[src/rtl/mmio_port.sv]
// Memory-mapped I/O responder at 0x800-0xFFF: TX byte FIFO, status, GPIO, cycle counter, halt.
// Define MMIO_PORT_CYCLE_EN to build the free-running cycle counter readable at 0x808.
module mmio_port #(
    parameter int unsigned FIFO_DEPTH = 8
) (
    input  logic        clk,
    input  logic        reset,
    input  logic [31:0] address,
    input  logic [31:0] data_in,
    output logic [31:0] data_out,
    input  logic        we,
    output logic [7:0]  tx_data,
    output logic        tx_valid,
    input  logic        tx_ready,
    output logic [31:0] gpio_out,
    output logic        halt,
    output logic [7:0]  exit_code
);
    localparam int unsigned AW = $clog2(FIFO_DEPTH);

    localparam logic [9:0] W_TXDATA = 10'h200;
    localparam logic [9:0] W_STATUS = 10'h201;
    localparam logic [9:0] W_CYCLE  = 10'h202;
    localparam logic [9:0] W_GPIO   = 10'h203;
    localparam logic [9:0] W_HALT   = 10'h3FF;

    logic [7:0]    mem [FIFO_DEPTH];
    logic [AW-1:0] rd_ptr;
    logic [AW-1:0] wr_ptr;
    logic [AW:0]   count;
    logic          overflow;
    logic [31:0]   cycle_rd;

    logic       sel;
    logic [9:0] word;
    logic       wr;
    logic       empty;
    logic       full;
    logic       pop;
    logic       push_req;
    logic       push;
    logic       ovf_set;
    logic       ovf_clr;
    logic       unused_addr;

    assign unused_addr = ^{address[31:12], address[1:0]};

    assign sel  = address[11];
    assign word = address[11:2];
    // Once halted, every bus write is ignored; the FIFO still drains.
    assign wr   = sel && we && !halt;

    assign empty    = (count == '0);
    assign full     = (count == (AW+1)'(FIFO_DEPTH));
    assign tx_valid = !empty;
    assign pop      = tx_valid && tx_ready;
    assign tx_data  = empty ? '0 : mem[rd_ptr];

    // A push into a full FIFO still lands when the head leaves in the same cycle.
    assign push_req = wr && (word == W_TXDATA);
    assign push     = push_req && (!full || pop);
    assign ovf_set  = push_req && full && !pop;
    assign ovf_clr  = wr && (word == W_STATUS) && data_in[2];

    always_ff @(posedge clk) begin
        if (push) begin
            mem[wr_ptr] <= data_in[7:0];
        end
    end

    always_ff @(posedge clk or posedge reset) begin
        if (reset) begin
            rd_ptr    <= '0;
            wr_ptr    <= '0;
            count     <= '0;
            overflow  <= 1'b0;
            gpio_out  <= '0;
            halt      <= 1'b0;
            exit_code <= '0;
        end else begin
            if (push) begin
                wr_ptr <= wr_ptr + 1'b1;
            end
            if (pop) begin
                rd_ptr <= rd_ptr + 1'b1;
            end
            count <= count + (AW+1)'(push) - (AW+1)'(pop);
            if (ovf_set) begin
                overflow <= 1'b1;
            end else if (ovf_clr) begin
                overflow <= 1'b0;
            end
            if (wr && (word == W_GPIO)) begin
                gpio_out <= data_in;
            end
            if (wr && (word == W_HALT)) begin
                halt      <= 1'b1;
                exit_code <= data_in[7:0];
            end
        end
    end

`ifdef MMIO_PORT_CYCLE_EN
    logic [31:0] cycle;

    always_ff @(posedge clk or posedge reset) begin
        if (reset) begin
            cycle <= '0;
        end else begin
            cycle <= cycle + 32'd1;
        end
    end

    assign cycle_rd = cycle;
`else
    assign cycle_rd = '0;
`endif

    always_comb begin
        data_out = '0;
        if (sel) begin
            case (word)
                W_STATUS: data_out = {29'b0, overflow, full, empty};
                W_CYCLE:  data_out = cycle_rd;
                W_GPIO:   data_out = gpio_out;
                W_HALT:   data_out = {23'b0, halt, exit_code};
                default:  data_out = '0;
            endcase
        end
    end
endmodule

[config.mk]
export PLATFORM = sky130hd
export DESIGN_NAME = mmio_port
export DESIGN_NICKNAME = d
export VERILOG_FILES = /design/src/rtl/mmio_port.sv
export SDC_FILE = /design/constraint.sdc
export NUM_CORES = 1
export LEC_CHECK = 0
export CORE_ASPECT_RATIO = 1.25
export CORE_MARGIN = 3
export CORE_UTILIZATION = 47
export DETAILED_ROUTE_END_ITERATION = 8
export PLACE_DENSITY = 0.91
export SLEW_MARGIN = 20
export SYNTH_ARGS = -nofsm -noshare
export SYNTH_HDL_FRONTEND = slang
export SYNTH_SLANG_ARGS = --single-unit
[constraint.sdc]
create_clock -name clk -period 3.9 [get_ports clk]
set_clock_uncertainty 0.05 [all_clocks]
set_input_delay 0.78 -clock clk [delete_from_list [all_inputs] [get_ports clk]]
set_output_delay 0.78 -clock clk [all_outputs]
set_load 0.01 [all_outputs]
# Word-level counts from Yosys, hierarchy flattened

Memories as Yosys holds them, arrays and structs flattened.
Index checks and enable logic that the tools add are counted.

Register bits: 52
RAM bits: 64
Bits of input ports: 68
Output and inout bits: 82
Logic and storage cells: 42
Memories: 1

Memories:

| memory | depth | bits a word | rd ports | clocked after memory_dff | write ports | RTL line | RTL |
|---|---|---|---|---|---|---|---|
| mem    | 8     | 8           | 1        | 0                        | 1           | 27       | `logic [7:0] mem [FIFO_DEPTH];` |

Add/sub/neg operators: 4
Equality and inequality tests: 5
Multiplexer cells: 7
Reductions and logical operators: 18

Operators with widths:

| operator             | number |
|---|---|
| $pmux 32 s3          | 1 |
| $eq 10x10->1 const B | 4 |
| $mux 32              | 1 |
| $logic_and 1x1->1    | 11 |
| $mux 8               | 1 |
| $add 3x1->3 const B  | 2 |
| $add 4x1->4          | 1 |
| $eq 4x4->1 const B   | 1 |
| $logic_not 1->1      | 4 |
| $logic_not 4->1      | 1 |
| $mux 1               | 4 |
| $sub 4x1->4          | 1 |
| $reduce_bool 2->1    | 1 |
| $logic_or 1x1->1     | 1 |

# Longest topological paths before layout

Gate-level depths: netlist (run 1).

Depth in word-level cells: 7
Gate-level depth with buffers: 13
Gate-level depth less buffers: 12

# Worst setup path before layout (run 1)

No wires, ideal clock.

Path kind: in2reg
From: input port address[9]
To: memory mem[0][0], enable pin
Data arrival time: 2.680 ns
Path slack: 0.776 ns
Stages: 5
Buffers on the path: 1
Cell sequence: nor4b_4 nand3_1 or4_4 buf_6 nor4_1

Word-level cells in the longest chain between the ends: 5

Ends and longest elaborated chain:

| element                      | RTL line | RTL |
|---|---|---|
| start, declared              | 8        | `input logic [31:0] address,` |
| $eq 10x10->1                 | 60       | `assign push_req = wr && (word == W_TXDATA);` |
| $logic_and 1x1->1            | 60       |  |
| $logic_and 1x1->1            | 61       | `assign push = push_req && (!full \|\| pop);` |
| $mux 1                       | 66       | `if (push) begin` |
| $mux 1 (implied by the code) | 67       | `mem[wr_ptr] <= data_in[7:0];` |
| end, declared                | 27       |  |

No other way between the ends.

# Worst setup path in the final report (run 1)

From: input port address[9]
To: output port data_out[8]

Word-level cells in the longest chain between the ends: 3
Elaborated cells on any way between the ends: 5

Ends and longest elaborated chain:

| element         | RTL line | RTL |
|---|---|---|
| $eq 10x10->1    | 122      | `case (word)` |
| $pmux 32 s3 (*) | 122      |  |
| $mux 32 (*)     | 121      | `if (sel) begin` |
| end, declared   | 10       | `output logic [31:0] data_out,` |

Every way passes the cells marked *; elsewhere a longest branch is shown, timed or not.

==> out/metrics.yaml, run 1 <==
layout:
  multi_input_area_um2: 1630
  fillers: 583
  diodes: 0
  area_delta_synth_final_pct: 41.3
  nets: 530
  seq_area_um2: 3220
  drive_gt1_share_pct: 23.2
  finish.instance_area_um2: 7020
  final_common_cell: "clkdlybuf4s50_1"
  final_cell_mix: "clkdlybuf4s50_1 (127), edfxtp_1 (64), dfrtp_1 (52)"
  utilization_pct: 68.7
die:
  start_util_pct: 48.7
  core.rowCount: 41
  die_h_um: 121
  die_area_um2: 11800
  core_um2: 10200
  die_w_um: 98.0
  io_pins: 150
clock_network:
  clock-sinks: 116
  cts-root-buf: "clkbuf_16"
  cts_made_buffers: 17
  ctsHtreeMaxLevel: 4
  ctsHoldBuffers: 0
  clockBufferDepth: 2
  postCtsSetupBuffers: 0
  clk_latency_ps: 420
  cts_resized: 0
  clk_pin_slew_ps: 60
  cts_tree: "yes"
worst_hold_path:
  hold_end: "count[0]"
  hold_start: "count[0]"
  hp-class: "reg -> reg"
  holdPathStages: 1
timing:
  tns_ps: 0
  layout_min_cycle_time_ps: 3770
  worst_pin_slew_ps: 901
  setup_slack_ps: 127
  rsz0062_at_grt: "no"
  drv_slew: 0
  slew_headroom_pct: 39.9
  finalHoldViolations: 0
  max_freq_ghz: 0.265
  period_share_pct: 96.7
  setup-violations-final: 0
global_route:
  globalRouteTotalUtil_pct: 24.6
  grt_start_max_net_pins: 53
  grt_pass1_wl_um: 21800
  antenna_found_initial: 0
  grt_pass1_vias: 3871
  overflow: 0
power:
  vdd_drop_max_mv: 0.460
  power_density_nw_per_um2: 535
  p_leak_nw: 2.82
  power_mw: 3.75
critical_path:
  rrSetupSlack_ps: 990
  reg2reg_depth: 9
  reg2reg_from: "halt"
  worst-setup-path-type: "in -> out"
  crit_family: "buffers and inverters"
  worstPathMaxFanout: 12
  worstPathRequired_ps: 3070
  path_cells: "clkdlybuf4s50_1 > nor4b_4 > and3b_1 > buf_4 > a22o_1 > clkdlybuf4s50_1"
  arrival_ps: 2940
  slowest_stage: "clkdlybuf4s50_1"
  max_stage_delay_ps: 590
  setup.worst_path.start_class: "input port"
  crit_buf_inv: 3
  critical_path.endpoint_type: "primary output"
  worstReg2RegEnd: "count[2]"
  worst_path_most_repeated_cell: "clkdlybuf4s50_1"
synthesis:
  ys_seq_area_share_pct: 64.9
  syn-num-nets: 385
  synth_cells: 308
  synthArstFlopShare_pct: 44.8
  synth-seq-cells: 116
  yosys_warnings: 0
  synth_flop_cell: "edfxtp_1"
  ys_types: 40
  postSynthAreaPerCell_um2: 16.1
  synth_edf_count: 64
  synth.cell_area_um2: 4970
detailed_routing:
  drc: 0
  vias: 3403
  drt-initial-drc-count: 308
  drtAntennaViolNets: 0
  first_pass_iters: 5
  avgRoutedWirePerCell_um: 23.5
  routed_wl_um: 14000
  viasPerCell: 5.72
job:
  max-cap-violations: 0
placement:
  io_buffer_count: 127
  postPlaceCellArea_um2: 6440
  hpwlAfterDp_um: 8410
  gp_congestion: 0.765
  pre_cts_slack_ps: 242
outcome:
  status: "finished, final reports clean"
registers in the layout, summed over array words and instances, names as in the netlist:
name	count
exit_code	8
wr_ptr	3
count	4
mem	64
halt	1
overflow	1
gpio_out	32
rd_ptr	3
layer usage:
layer / global-route usage (%) / up-vias / part of all wire (%)
met2: 42.1 / 223 / 52
li1: - / 1442 / -
met1: 27.8 / 1704 / 36
met5: 0 / - / 0
met3: 9.60 / 34 / 9.7
met4: 9.18 / 0 / 2.6
synth_stat cells (2+ instances only):
master    count  area [µm²]
a221o_1       2        20.0
a22o_1        6        52.6
and2_1       24         150
and3_1        2        12.5
buf_1         2        7.51
buf_2         3        15.0
clkbuf_1      9        33.8
dfrtp_1      52        1300
edfxtp_1     64        1920
ha_1          8         100
inv_1        13        48.8
mux2_2       41         462
mux2i_1       8        80.1
mux4_2       16         360
nand2_1       5        18.8
nand2b_1      3        18.8
nand3_1       2        10.0
nand4_1       2        12.5
nand4b_1      3        26.3
nor2_1       11        41.3
nor3_1        6        30.0
nor4_1        2        12.5
o21ai_0       3        15.0
xnor2_1       4        35.0
xor2_1        2        17.5
cells by family after synthesis:
family	after synthesis	share of synthesized area, %
AOI/OAI and AO/OA	15	2.32
xor gates and xnor gates	6	1.06
adders and majority gates	9	2.42
buffers and inverters	28	2.34
DFF	116	64.9
muxes	65	18.2
and+or+nand+nor	69	8.82
worst max-delay path by stage:
| stage | cells after the start | start | slack, ps | to |
|---|---|---|---|---|
| 6_report | 6 | address[9] | 130 | data_out[8] |
| 5_1_grt | 6 | address[9] | 40 | data_out[14] |
| 2_1_floorplan | 5 | address[9] | 780 | mem[0][0] |
| 4_1_cts | 6 | address[9] | 130 | data_out[14] |
| 3_3_place_gp | 7 | address[9] | 290 | data_out[2] |
| 3_5_place_dp | 6 | address[9] | 240 | data_out[18] |
power breakdown:
| group | internal, mW | switching, mW | total (mW) |
|---|---|---|---|
| clock | 0.955 | 0.574 | 1.53 |
| sequential | 1.34 | 0.0925 | 1.44 |
| combinational | 0.455 | 0.333 | 0.788 |
| total | 2.75 | 0.999 | 3.75 |
worst reg2reg max path: cells and delay by family (launching register included):
kind / cells / cell delay, ps
and+or+nand+nor: 3 / 1140
adders and majority gates: 3 / 870
DFF: 1 / 450
xor gates and xnor gates: 1 / 190
buffers and inverters: 2 / 130
per-stage QoR:
stage                     hold WS (ps)  instances
final                              490        595
after global routing               505        595
after CTS                          491        595
after detailed placement           460        563
after global placement             438        563
after floorplan                    429        308
cell type report:
type,instances,share of cell area (%)
clock buffers,20,6.37
clock inverters,12,1.87
inverters,13,0.713
multi-input cells,164,23.2
flip-flops and latches,116,45.9
well taps,129,2.30
repair buffers,141,19.6
(Power assumes the default switching activity.)
==> inputs of run 2 (changes only) <==
--- a/config.mk
+++ b/config.mk
@@ -6,8 +6,9 @@
 export NUM_CORES = 1
 export LEC_CHECK = 0
 export CORE_ASPECT_RATIO = 1.25
-export CORE_MARGIN = 3
+export CORE_MARGIN = 2
 export CORE_UTILIZATION = 47
+export CTS_BUF_LIST = sky130_fd_sc_hd__clkbuf_16
 export DETAILED_ROUTE_END_ITERATION = 8
 export PLACE_DENSITY = 0.91
 export SLEW_MARGIN = 20
==> run 2 against run 1 <==
Effect of this change:
- die area shrank 3.7%
- first-iteration DRC count down 27%
- sequential cell count is the same
- clock power about the same
- design area down 0.16%
- total power is 0.64% lower
- setup slack improved by 29 ps
- via count shrank 3.8%
- fmax up 0.78%
- hold slack worse by 20 ps
- global-route usage decreased by 0.083 points
- critical path type unchanged
- highest routed layer unchanged
==> out/metrics.yaml, run 2 (synthesized netlist as in run 1, its figures left out) <==
critical_path:
  worst-setup-path-type: "in -> out"  # unchanged
  setup.worst_path.start_class: "input port"  # unchanged
  worstPathMaxFanout: 12  # unchanged
  arrival_ps: 2910  # was 2940 ps
  reg2reg_from: "count[1]"  # was halt
  worstPathRequired_ps: 3070  # about the same
  cp-startpoint: "address[9]"  # unchanged
  critical_path.endpoint_type: "primary output"  # unchanged
  rrSetupSlack_ps: 1160  # was 990 ps
global_route:
  grt_pass1_vias: 3627  # was 3,871
  overflow: 0  # unchanged
  globalRouteTotalUtil_pct: 24.5  # was 24.6%
  grt_start_max_net_pins: 53  # unchanged
  antenna_found_initial: 0  # unchanged
  grt_pass1_wl_um: 20300  # was 21,800 µm
layout:
  nets: 529  # was 530
  area_delta_synth_final_pct: 41.0  # was 41.3%
  diodes: 0  # unchanged
  top_register: "mem"  # unchanged
  reg_top3: "mem (64), gpio_out (32), exit_code (8)"  # unchanged
  largest_reg_flops: 64  # unchanged
  fillers: 592  # was 583
  utilization_pct: 68.6  # was 68.7%
  final_cell_mix: "clkdlybuf4s50_1 (127), edfxtp_1 (64), dfrtp_1 (52)"  # unchanged
  final_common_cell: "clkdlybuf4s50_1"  # unchanged
  drive_gt1_share_pct: 22.2  # was 23.2%
die:
  start_util_pct: 48.7  # unchanged
  die_w_um: 96.0  # was 98.0 µm
  core.rowCount: 41  # unchanged
  die_area_um2: 11400  # was 11,800 µm²
  die_h_um: 119  # was 121 µm
  io_pins: 150  # unchanged
  core_um2: 10200  # unchanged
worst_hold_path:
  hp-class: "reg -> reg"  # unchanged
  hold_start: "count[0]"  # unchanged
clock_network:
  clk_latency_ps: 420  # about the same
  ctsHoldBuffers: 0  # unchanged
  clockBufferDepth: 2  # unchanged
  ctsHtreeMaxLevel: 4  # unchanged
  cts_made_buffers: 17  # unchanged
  cts-root-buf: "clkbuf_16"  # unchanged
  cts_resized: 0  # unchanged
  clk_pin_slew_ps: 50  # was 60 ps
  postCtsSetupBuffers: 0  # unchanged
  clock-sinks: 116  # unchanged
  cts_tree: "yes"  # unchanged
detailed_routing:
  routed_wl_um: 12900  # was 14,000 µm
  drtAntennaViolNets: 0  # unchanged
  drc: 0  # unchanged
  first_pass_iters: 5  # unchanged
  viasPerCell: 5.51  # was 5.72
  vias: 3272  # was 3,403
  drt-initial-drc-count: 225  # was 308
  avgRoutedWirePerCell_um: 21.7  # was 23.5 µm
timing:
  slew_headroom_pct: 38.8  # was 39.9%
  drv_slew: 0  # unchanged
  setup-violations-final: 0  # unchanged
  period_share_pct: 96.0  # was 96.7%
  tns_ps: 0  # unchanged
  layout_min_cycle_time_ps: 3740  # was 3770 ps
  worst_pin_slew_ps: 917  # was 901 ps
  rsz0062_at_grt: "no"  # unchanged
  max_freq_ghz: 0.267  # was 0.265 GHz
  finalHoldViolations: 0  # unchanged
job:
  max-cap-violations: 0  # unchanged
placement:
  gp_congestion: 0.734  # was 0.765
  io_buffer_count: 127  # unchanged
  hpwlAfterDp_um: 8410  # about the same
power:
  p_leak_nw: 2.84  # was 2.82 nW
  vdd_drop_max_mv: 0.415  # was 0.460 mV
  power_density_nw_per_um2: 532  # was 535 nW/µm²
  power_mw: 3.73  # was 3.75 mW
outcome:
  status: "finished, final reports clean"  # unchanged
-- run 2: routing by layer --
| layer | GRT usage, % | part of all wire (%) | vias up |
|---|---|---|---|
| li1 | - | - | 1442 |
| met5 | 0 | 0 | - |
| met3 | 8.48 | 7.4 | 22 |
| met4 | 7.05 | 1.4 | 0 |
| met2 | 41.4 | 53 | 174 |
| met1 | 29.4 | 39 | 1634 |
-- run 2: cell type report --
cell class | instances | area (µm²) | share of cell area [%]
repair buffers | 140 | 1370 | 19.5
multi-input cells | 164 | 1630 | 23.2
inverters | 13 | 50.0 | 0.714
well taps | 129 | 161 | 2.30
flip-flops and latches | 116 | 3220 | 46.0
clock buffers | 17 | 425 | 6.07
clock inverters | 15 | 149 | 2.13
-- run 2: where the power goes --
| group | switching (mW) | internal [mW] | total [mW] |
|---|---|---|---|
| logic | 0.323 | 0.453 | 0.776 |
| registers | 0.0874 | 1.34 | 1.43 |
| clock network | 0.537 | 0.984 | 1.52 |
-- run 2: stage by stage --
step / cell area (µm²) / hold slack (ps) / instances / worst slack [ps]
after floorplan: 4970 / 429 / 308 / 776
after CTS: 7000 / 468 / 594 / 167
after detailed placement: 6430 / 454 / 562 / 138
after global placement: 6430 / 438 / 562 / 236
after global routing: 7010 / 487 / 594 / 44.8
final: 7010 / 470 / 594 / 157
-- run 2: worst paths after layout --
path                                     end  depth (start not counted)
max in group asynchronous          rd_ptr[0]                          2
min in group asynchronous       gpio_out[17]                          2
worst max register to register      count[2]                         11
worst max-delay path             data_out[0]                          6
worst min register to register      count[0]                          1
worst min-delay path                count[0]                          1
-- run 2: critical path, stage by stage --
cell and delay, ps:
clkdlybuf4s50_1 470, nor4b_4 400, and3b_1 240, buf_4 220, a221o_1 200, clkdlybuf4s50_1 590
